<file path="src/rtl/pwm_duty_seq.sv">
// Duty-pattern sequencer for the 4-channel PWM timer.
// Steps through a small table of per-channel compare sets, switching the
// active set only on PWM period boundaries so channel edges never glitch.
module pwm_duty_seq #(
  parameter int DEPTH     = 8,
  parameter int AW        = $clog2(DEPTH),
  parameter int DW        = 16,
  parameter int CH        = 4,
  parameter int RPT_WIDTH = 8
) (
  input  logic                 clk_i,
  input  logic                 rst_n_i,
  input  logic                 wr_en_i,
  input  logic [AW-1:0]        wr_addr_i,
  input  logic [CH*DW-1:0]     wr_data_i,
  input  logic                 start_i,
  input  logic                 stop_i,
  input  logic                 loop_i,
  input  logic [AW:0]          len_i,
  input  logic [RPT_WIDTH-1:0] rpt_i,
  input  logic                 period_end_i,
  output logic [CH*DW-1:0]     cr_o,
  output logic                 cr_upd_o,
  output logic                 busy_o,
  output logic                 done_o,
  output logic                 err_o
);

  typedef enum logic [1:0] {
    IDLE = 2'd0,
    ARM  = 2'd1,
    RUN  = 2'd2
  } state_t;

  localparam logic [AW:0] DEPTH_L = (AW+1)'(DEPTH);
  localparam logic [AW:0] ONE_L   = (AW+1)'(1);

  // Pattern table: plain flops, deliberately not reset.
  logic [CH*DW-1:0] tbl [DEPTH];

  // Sequence control state
  state_t               state_q, state_d;
  logic [AW:0]          len_q, len_d;
  logic [RPT_WIDTH-1:0] rpt_q, rpt_d;
  logic                 loop_q, loop_d;
  logic [AW-1:0]        idx_q, idx_d;
  logic [RPT_WIDTH-1:0] rpt_cnt_q, rpt_cnt_d;

  // Registered outputs
  logic [CH*DW-1:0]     cr_p1, cr_d;
  logic                 cr_upd_p1, cr_upd_d;
  logic                 busy_p1;
  logic                 done_p1, done_d;
  logic                 err_p1, err_d;

  // Helpers for the entry-advance decision
  logic [AW-1:0]        idx_inc;
  logic [AW:0]          idx_inc_ext;
  logic                 len_ok;

  // Table write port; a same-cycle load still sees the old contents.
  always_ff @(posedge clk_i) begin
    if (wr_en_i) begin
      tbl[wr_addr_i] <= wr_data_i;
    end
  end

  // Next-state and next-output decode for the IDLE/ARM/RUN sequencer.
  always_comb begin
    state_d     = state_q;
    len_d       = len_q;
    rpt_d       = rpt_q;
    loop_d      = loop_q;
    idx_d       = idx_q;
    rpt_cnt_d   = rpt_cnt_q;
    cr_d        = cr_p1;
    cr_upd_d    = 1'b0;
    done_d      = 1'b0;
    err_d       = 1'b0;
    idx_inc     = idx_q + AW'(1);
    idx_inc_ext = {1'b0, idx_q} + ONE_L;
    len_ok      = (len_i != '0) && (len_i <= DEPTH_L);

    unique case (state_q)
      IDLE: begin
        // start wins over a simultaneous stop; period_end is ignored here
        if (start_i) begin
          if (len_ok) begin
            len_d   = len_i;
            rpt_d   = rpt_i;
            loop_d  = loop_i;
            state_d = ARM;
          end else begin
            err_d = 1'b1;
          end
        end
      end

      ARM: begin
        if (stop_i) begin
          state_d = IDLE;
        end else if (period_end_i) begin
          cr_d      = tbl[0];
          idx_d     = '0;
          rpt_cnt_d = rpt_q;
          cr_upd_d  = 1'b1;
          state_d   = RUN;
        end
      end

      RUN: begin
        if (stop_i) begin
          state_d = IDLE;
        end else if (period_end_i) begin
          if (rpt_cnt_q != '0) begin
            rpt_cnt_d = rpt_cnt_q - RPT_WIDTH'(1);
          end else if (idx_inc_ext < len_q) begin
            idx_d     = idx_inc;
            cr_d      = tbl[idx_inc];
            rpt_cnt_d = rpt_q;
            cr_upd_d  = 1'b1;
          end else if (loop_q) begin
            idx_d     = '0;
            cr_d      = tbl[0];
            rpt_cnt_d = rpt_q;
            cr_upd_d  = 1'b1;
          end else begin
            state_d = IDLE;
            done_d  = 1'b1;
          end
        end
      end

      default: begin
        state_d = IDLE;
      end
    endcase
  end

  // State, control and output registers; async reset clears everything but the table.
  always_ff @(posedge clk_i or negedge rst_n_i) begin
    if (!rst_n_i) begin
      state_q   <= IDLE;
      len_q     <= '0;
      rpt_q     <= '0;
      loop_q    <= 1'b0;
      idx_q     <= '0;
      rpt_cnt_q <= '0;
      cr_p1     <= '0;
      cr_upd_p1 <= 1'b0;
      busy_p1   <= 1'b0;
      done_p1   <= 1'b0;
      err_p1    <= 1'b0;
    end else begin
      state_q   <= state_d;
      len_q     <= len_d;
      rpt_q     <= rpt_d;
      loop_q    <= loop_d;
      idx_q     <= idx_d;
      rpt_cnt_q <= rpt_cnt_d;
      cr_p1     <= cr_d;
      cr_upd_p1 <= cr_upd_d;
      busy_p1   <= (state_d != IDLE);
      done_p1   <= done_d;
      err_p1    <= err_d;
    end
  end

  assign cr_o     = cr_p1;
  assign cr_upd_o = cr_upd_p1;
  assign busy_o   = busy_p1;
  assign done_o   = done_p1;
  assign err_o    = err_p1;

endmodule

</file>
<file path="config.mk">
export PLATFORM = sky130hd
export DESIGN_NAME = pwm_duty_seq
export DESIGN_NICKNAME = d
export VERILOG_FILES = /design/src/rtl/pwm_duty_seq.sv
export SDC_FILE = /design/constraint.sdc
export NUM_CORES = 1
export LEC_CHECK = 0
export ABC_CLOCK_PERIOD_IN_PS = 3900
export CAP_MARGIN = 15
export CORE_MARGIN = 5
export CORE_UTILIZATION = 59
export DETAILED_ROUTE_END_ITERATION = 12
export HOLD_SLACK_MARGIN = 0.12
export PLACE_DENSITY = 0.92
export SYNTH_ARGS = -nofsm -noshare
export SYNTH_HDL_FRONTEND = slang
export SYNTH_SLANG_ARGS = --single-unit
</file>
<file path="constraint.sdc">
create_clock -name clk_i -period 3.9 [get_ports clk_i]
set_input_delay 0.78 -clock clk_i [delete_from_list [all_inputs] [get_ports clk_i]]
set_output_delay 0.78 -clock clk_i [all_outputs]
set_load 0.005 [all_outputs]
</file>
=== Word-level counts from Yosys, hierarchy flattened ===
Memories as Yosys holds them, arrays and structs flattened.
Cells that the tools add are included.

* Flip-flop bits (word level): 94
* Bits in writable memories: 512
* Input bits: 86
* Logic and storage cells: 88
* Memories: 1

{| class="wikitable"
|+ Memory list
! name !! depth !! width !! read ports !! clocked after memory_dff !! wr ports !! RTL line !! text
|-
| tbl || 8 || 64 || 2 || 0 || 1 || 39 || <nowiki>logic [CH*DW-1:0] tbl [DEPTH];</nowiki>
|}

* Add/subtract/negate cells: 3
* Order comparisons: 2
* Eq/ne operators: 9
* Mux-type cells: 53
* Reduce and logical (&&, ||, !) cells: 9

{| class="wikitable"
|+ Operators by type and width
! operator !! count
|-
| 64-bit 2-to-1 mux || 7
|-
| 64-bit case mux with 2 select lines || 1
|-
| 8-bit 2-to-1 mux || 7
|-
| 3-bit 2-to-1 mux || 7
|-
| 1-bit 2-to-1 mux || 18
|-
| 2-bit 2-to-1 mux || 9
|-
| 8-bit case mux with 2 select lines || 1
|-
| 2-bit inequality test, second input constant || 5
|-
| 8-bit nonzero test || 1
|-
| 8-bit by 1-bit subtractor with 8-bit output, second input constant || 1
|-
| 7-bit AND reduction || 1
|-
| 2-bit case mux with 3 select lines || 1
|-
| 3-bit case mux with 2 select lines || 1
|-
| 6-bit AND reduction || 1
|-
| 3-bit by 1-bit adder with 4-bit output, second input constant || 1
|-
| 4-bit less-or-equal comparator, second input constant || 1
|-
| 4-bit < comparator || 1
|-
| 4-bit inequality test, second input constant || 1
|-
| 2-bit nonzero test || 2
|-
| 4-bit nonzero test || 1
|-
| 3-bit by 1-bit adder with 3-bit output, second input constant || 1
|-
| 3-bit inequality test, second input constant || 1
|-
| 3-bit AND reduction || 1
|-
| 2-bit by 1-bit equality test with 1-bit output, second input constant || 1
|-
| 4 further kinds || 4
|}

=== Depth between registers and ports, before layout ===
* Depth in word-level cells: 8
* Depth in mapped cells: 13
* Gate-level depth less buffers: 9

=== Least setup slack after synthesis ===
Ideal clock, no wire load.

* Path type: input to register
* Start point: input port wr_addr_i[0]
* End point: memory tbl[0][0] (netlist name) (enable)
* Library setup time: 0.565 ns
* Arrival: 5.311 ns
* Required time: 3.335 ns
* Path slack: -1.976 ns
* Stages: 2
* Buffers on the path: 0
* Cells stage by stage: nand2b_1 > nor3_1

{| class="wikitable"
|+ RTL lines
! what !! RTL line !! text
|-
| start: declaration || 14 || <nowiki>input logic [AW-1:0] wr_addr_i,</nowiki>
|-
| end: declaration || 39 ||
|}

Straight into the memory's write port.

=== Final worst setup path ===
* Start point: register idx_q[0]
* End point: register cr_p1[4], in the netlist cr_o[4]

* Word-level cells in the longest chain between the ends: 7
* Elaborated cells between the ends (all ways): 11
* Classes of those cells: add/sub (2); order compare (1); eq/ne (1); mux (5); reduce/logical (1); memory (1)

{| class="wikitable"
|+ RTL lines
! what !! RTL line !! text
|-
| start: declaration || 46 || <nowiki>logic [AW-1:0] idx_q, idx_d;</nowiki>
|-
| start signal: assignment || 159 || <nowiki>idx_q <= idx_d;</nowiki>
|-
| 3-bit by 1-bit adder with 3-bit output or 3-bit by 1-bit adder with 4-bit output (tied branches) || 80, 81 ||
|-
| memory read 8 x 64 bit or 4-bit < comparator (tied branches) || - ||
|-
| 64-bit 2-to-1 mux || 117 || <nowiki>end else if (idx_inc_ext < len_q) begin</nowiki>
|-
| 64-bit 2-to-1 mux || 115 || <nowiki>if (rpt_cnt_q != '0) begin</nowiki>
|-
| 64-bit 2-to-1 mux || 114 || <nowiki>end else if (period_end_i) begin</nowiki>
|-
| 64-bit 2-to-1 mux || 112 || <nowiki>if (stop_i) begin</nowiki>
|-
| 64-bit case mux with 2 select lines || 84 || <nowiki>unique case (state_q)</nowiki>
|-
| end signal: assignment || 161 || <nowiki>cr_p1 <= cr_d;</nowiki>
|-
| end: declaration || 50 || <nowiki>logic [CH*DW-1:0] cr_p1, cr_d;</nowiki>
|}

Several ways; a longest one is shown, not always the timed one. The select of a mux whose other input is x is not followed.
A chain may end at the register's enable or synchronous reset.

==> impl_metrics.csv <==
group,metric,value,unit
place,port_buffers,153,
power,p_leak,9.234,nW
synthesis,syn_area_per_cell,18.72,sq um
clocking,ctsRootBufferMaster,"clkbuf_16",
place,placed_cell_area,0.02603,sq mm
synthesis,synth-main-ff-cell,"edfxtp_1",
worst_setup_path,worstSetupEndpointType,"flip-flop",
grt,grt_use_total,0.2494,
die,rows,73,
place,dp.cells,1903,
grt,grt_pass1_vias,13910,
synthesis,synth_edf_count,512,
grt,grt-ovfl-total,0,
timing,slew_headroom,0.2345,
place,hpwl,28.39,mm
place,dp_worst_setup_slack,0.5206,ns
power,total_power,16.97,mW
worst_setup_path,worstPathCellList,"ha_4 -> xnor2_2 -> inv_1 -> ha_1 -> or3_1 -> o22ai_1 -> and2_4 -> buf_12 -> nand2_1 -> a31oi_1",
worst_setup_path,r2r_end,"cr_o[4]$_DFFE_PN0P_",
timing,drv_slew,0,
min_path,min_path_type,"in -> async",
finish,final_area,0.02787,sq mm
timing,timing.fmax,0.2949,GHz
worst_setup_path,required,4.40,ns
die,die_h,210.6,um
clocking,hold_buffers,0,
clocking,clk_pin_slew,0.07,ns
synthesis,syn_area,0.02374,sq mm
grt,grt_max_degree,133,
die,initial_core_util,0.5976,
synthesis,yosys_warnings,0,
worst_setup_path,rrSetupSlack,0.51,ns
worst_setup_path,cpPeakStageDelay,0.60,ns
finish,layout-drive-gt1-share,0.2266,
worst_setup_path,cp-start-kind,"flip-flop",
finish,final_cell_mix,"512 x edfxtp_1, 152 x clkdlybuf4s50_1, 140 x nand2_1",
timing,fin_hold_ws,0.2908,ns
worst_setup_path,timing.rr.start,"idx_q[0]$_DFFE_PN0P_",
timing,rsz0062_at_grt,"no",
finish,final_common_cell,"edfxtp_1",
timing,fin_crit_sh,0.8694,
routing,vias,12900,
worst_setup_path,cpMaxStageDelayCell,"dfrtp_4",
worst_setup_path,worst-path-buf-inv,2,
routing,drc_errors,0,
finish,nNetsFinal,1533,
worst_setup_path,reg2reg_depth,10,
routing,drtPass1Iterations,7,
finish,fillCellCount,2284,
timing,hold_violations,0,
die,die_area,0.04435,sq mm
timing,finalSetupViolCount,0,
synthesis,netlist_instances,1268,
synthesis,synth_seq_cells,606,
worst_setup_path,critical-path-top-delay-family,"simple AND/OR/NAND/NOR gates",
status,status,"complete, no violations",
routing,viasPerCell,6.413,
worst_setup_path,path_class,"reg -> reg",
clocking,h-tree-depth,2,
clocking,cts_tree,"yes",
timing,tns,0,ns
timing,clock_skew,0.01880,ns
clocking,cts_setup_buffers,0,
routing,drt_iter0_drc,1458,
timing,fin_ws,0.5092,ns
grt,antenna_found_initial,11,
finish,final_util,0.7014,
die,dieWidth,210.6,um
routing,ant_nets,0,
synthesis,syn-num-nets,1364,
synthesis,yosysSeqAreaShare,0.7466,
synthesis,ys_types,51,
grt,grt_pass1_wl,83.61,mm
clocking,ctsResizeCount,0,
clocking,cts_buffers,57,
worst_setup_path,critPathMaxFanout,35,
timing,min_period,3.391,ns
routing,drt_wl_total,54.87,mm
synthesis,synthArstFlopShare,0.1551,
finish,area_growth,17.37,%
flow_run,drv_cap,0,
worst_setup_path,arrival,3.90,ns
timing,tightest_slew,1.148,ns
die,ios,154,
die,core,0.03973,sq mm
power,ir_worst_vdd,434.7,uV
power,p_per_area,608.9,mW/mm^2
finish,finalNonFillerCells,2011,
clocking,clock_sinks,606,
place,place_congestion,0.8132,
clocking,ctsLongestPathBuffers,3,
routing,wl_per_cell,27.28,um
clocking,clock_latency,0.61,ns
-- worst register-to-register path, stage by stage, from the launching register on --
cell and delay [ns]:
dfrtp_4 0.60, ha_4 0.23, xnor2_2 0.14, inv_1 0.06, ha_1 0.18, or3_1 0.34, o22ai_1 0.47, and2_4 0.59
buf_12 0.33, nand2_1 0.10, a31oi_1 0.24
-- worst max path at each step --
stage / start / endpoint / slack (ns) / depth (start not counted)
after floorplan: wr_addr_i[0] / tbl[2][0]$_DFFE_PP_ / -0.26 / 2
after global placement: idx_q[0]$_DFFE_PN0P_ / cr_o[27]$_DFFE_PN0P_ / 0.64 / 6
after detailed placement: idx_q[0]$_DFFE_PN0P_ / cr_o[19]$_DFFE_PN0P_ / 0.52 / 6
after CTS: idx_q[0]$_DFFE_PN0P_ / cr_o[48]$_DFFE_PN0P_ / 0.48 / 6
after global routing: idx_q[0]$_DFFE_PN0P_ / cr_o[48]$_DFFE_PN0P_ / 0.25 / 6
final: idx_q[0]$_DFFE_PN0P_ / cr_o[4]$_DFFE_PN0P_ / 0.51 / 10
-- where the power goes --
part	internal [mW]	total (mW)	switching, mW	leakage (nW)
logic	1.73	3.42	1.68	2.61
registers	7.69	8.14	0.456	5.74
clock network	3.00	5.41	2.41	0.888
-- final cells by class --
cell class	count	area (sq um)	area share
Inverter	13	48.80	0.001751
Tap cell	525	656.9	0.02357
Multi-Input combinational cell	581	5776	0.2072
Clock buffer	67	1515	0.05437
Sequential cell	606	17730	0.6362
Timing Repair Buffer	178	1817	0.06519
Antenna cell	3	7.507	0.0002694
Clock inverter	38	316.6	0.01136
-- state kept, by name, summed over array words and instances, names as in the netlist --
signal	count
err_o	1
cr_upd_o	1
rpt_q	8
idx_q	3
rpt_cnt_q	8
loop_q	1
state_q	2
cr_o	64
tbl	512
len_q	4
done_o	1
busy_o	1
-- per-layer routing --
metal  GRT usage  routed length, um  up-vias
met5    0.002155                 97        -
met4     0.07937               1645       18
met3     0.05819               4743      130
met2      0.4195              28150      706
met1      0.3295              20240     6672
li1            -                  -     5370
-- cell usage after synthesis, types with 2 or more instances --
| cell type | number | area share |
|---|---|---|
| a211oi_1 | 3 | 0.00095 |
| a21oi_1 | 9 | 0.0019 |
| a31oi_1 | 65 | 0.017 |
| buf_1 | 2 | 0.00032 |
| buf_2 | 27 | 0.0057 |
| buf_4 | 3 | 0.00095 |
| clkbuf_1 | 36 | 0.0057 |
| dfrtp_1 | 94 | 0.099 |
| edfxtp_1 | 512 | 0.65 |
| ha_1 | 10 | 0.0053 |
| inv_1 | 13 | 0.0021 |
| mux2_2 | 74 | 0.035 |
| mux2i_1 | 3 | 0.0013 |
| mux4_2 | 128 | 0.12 |
| nand2_1 | 141 | 0.022 |
| nand2b_1 | 4 | 0.0011 |
| nand3_1 | 2 | 0.00042 |
| nor2_1 | 82 | 0.013 |
| nor2b_1 | 3 | 0.00079 |
| nor3_1 | 4 | 0.00084 |
| nor3b_1 | 2 | 0.00063 |
| nor4_1 | 3 | 0.00079 |
| o21a_1 | 2 | 0.00063 |
| o21ai_0 | 16 | 0.0034 |
| o22a_1 | 2 | 0.00074 |
| o311ai_0 | 2 | 0.00074 |
| or3_1 | 2 | 0.00053 |
-- cells by family after synthesis --
kind of cell | count (synthesis) | share of synthesized area
DFF | 606 | 0.7466
AOI/OAI and AO/OA | 113 | 0.03099
adders and majority gates | 10 | 0.005270
and+or+nand+nor | 252 | 0.04427
xor gates and xnor gates | 1 | 0.0003690
buffers and inverters | 81 | 0.01470
muxes | 205 | 0.1578
No activity file was read; power rests on OpenSTA's default activity.
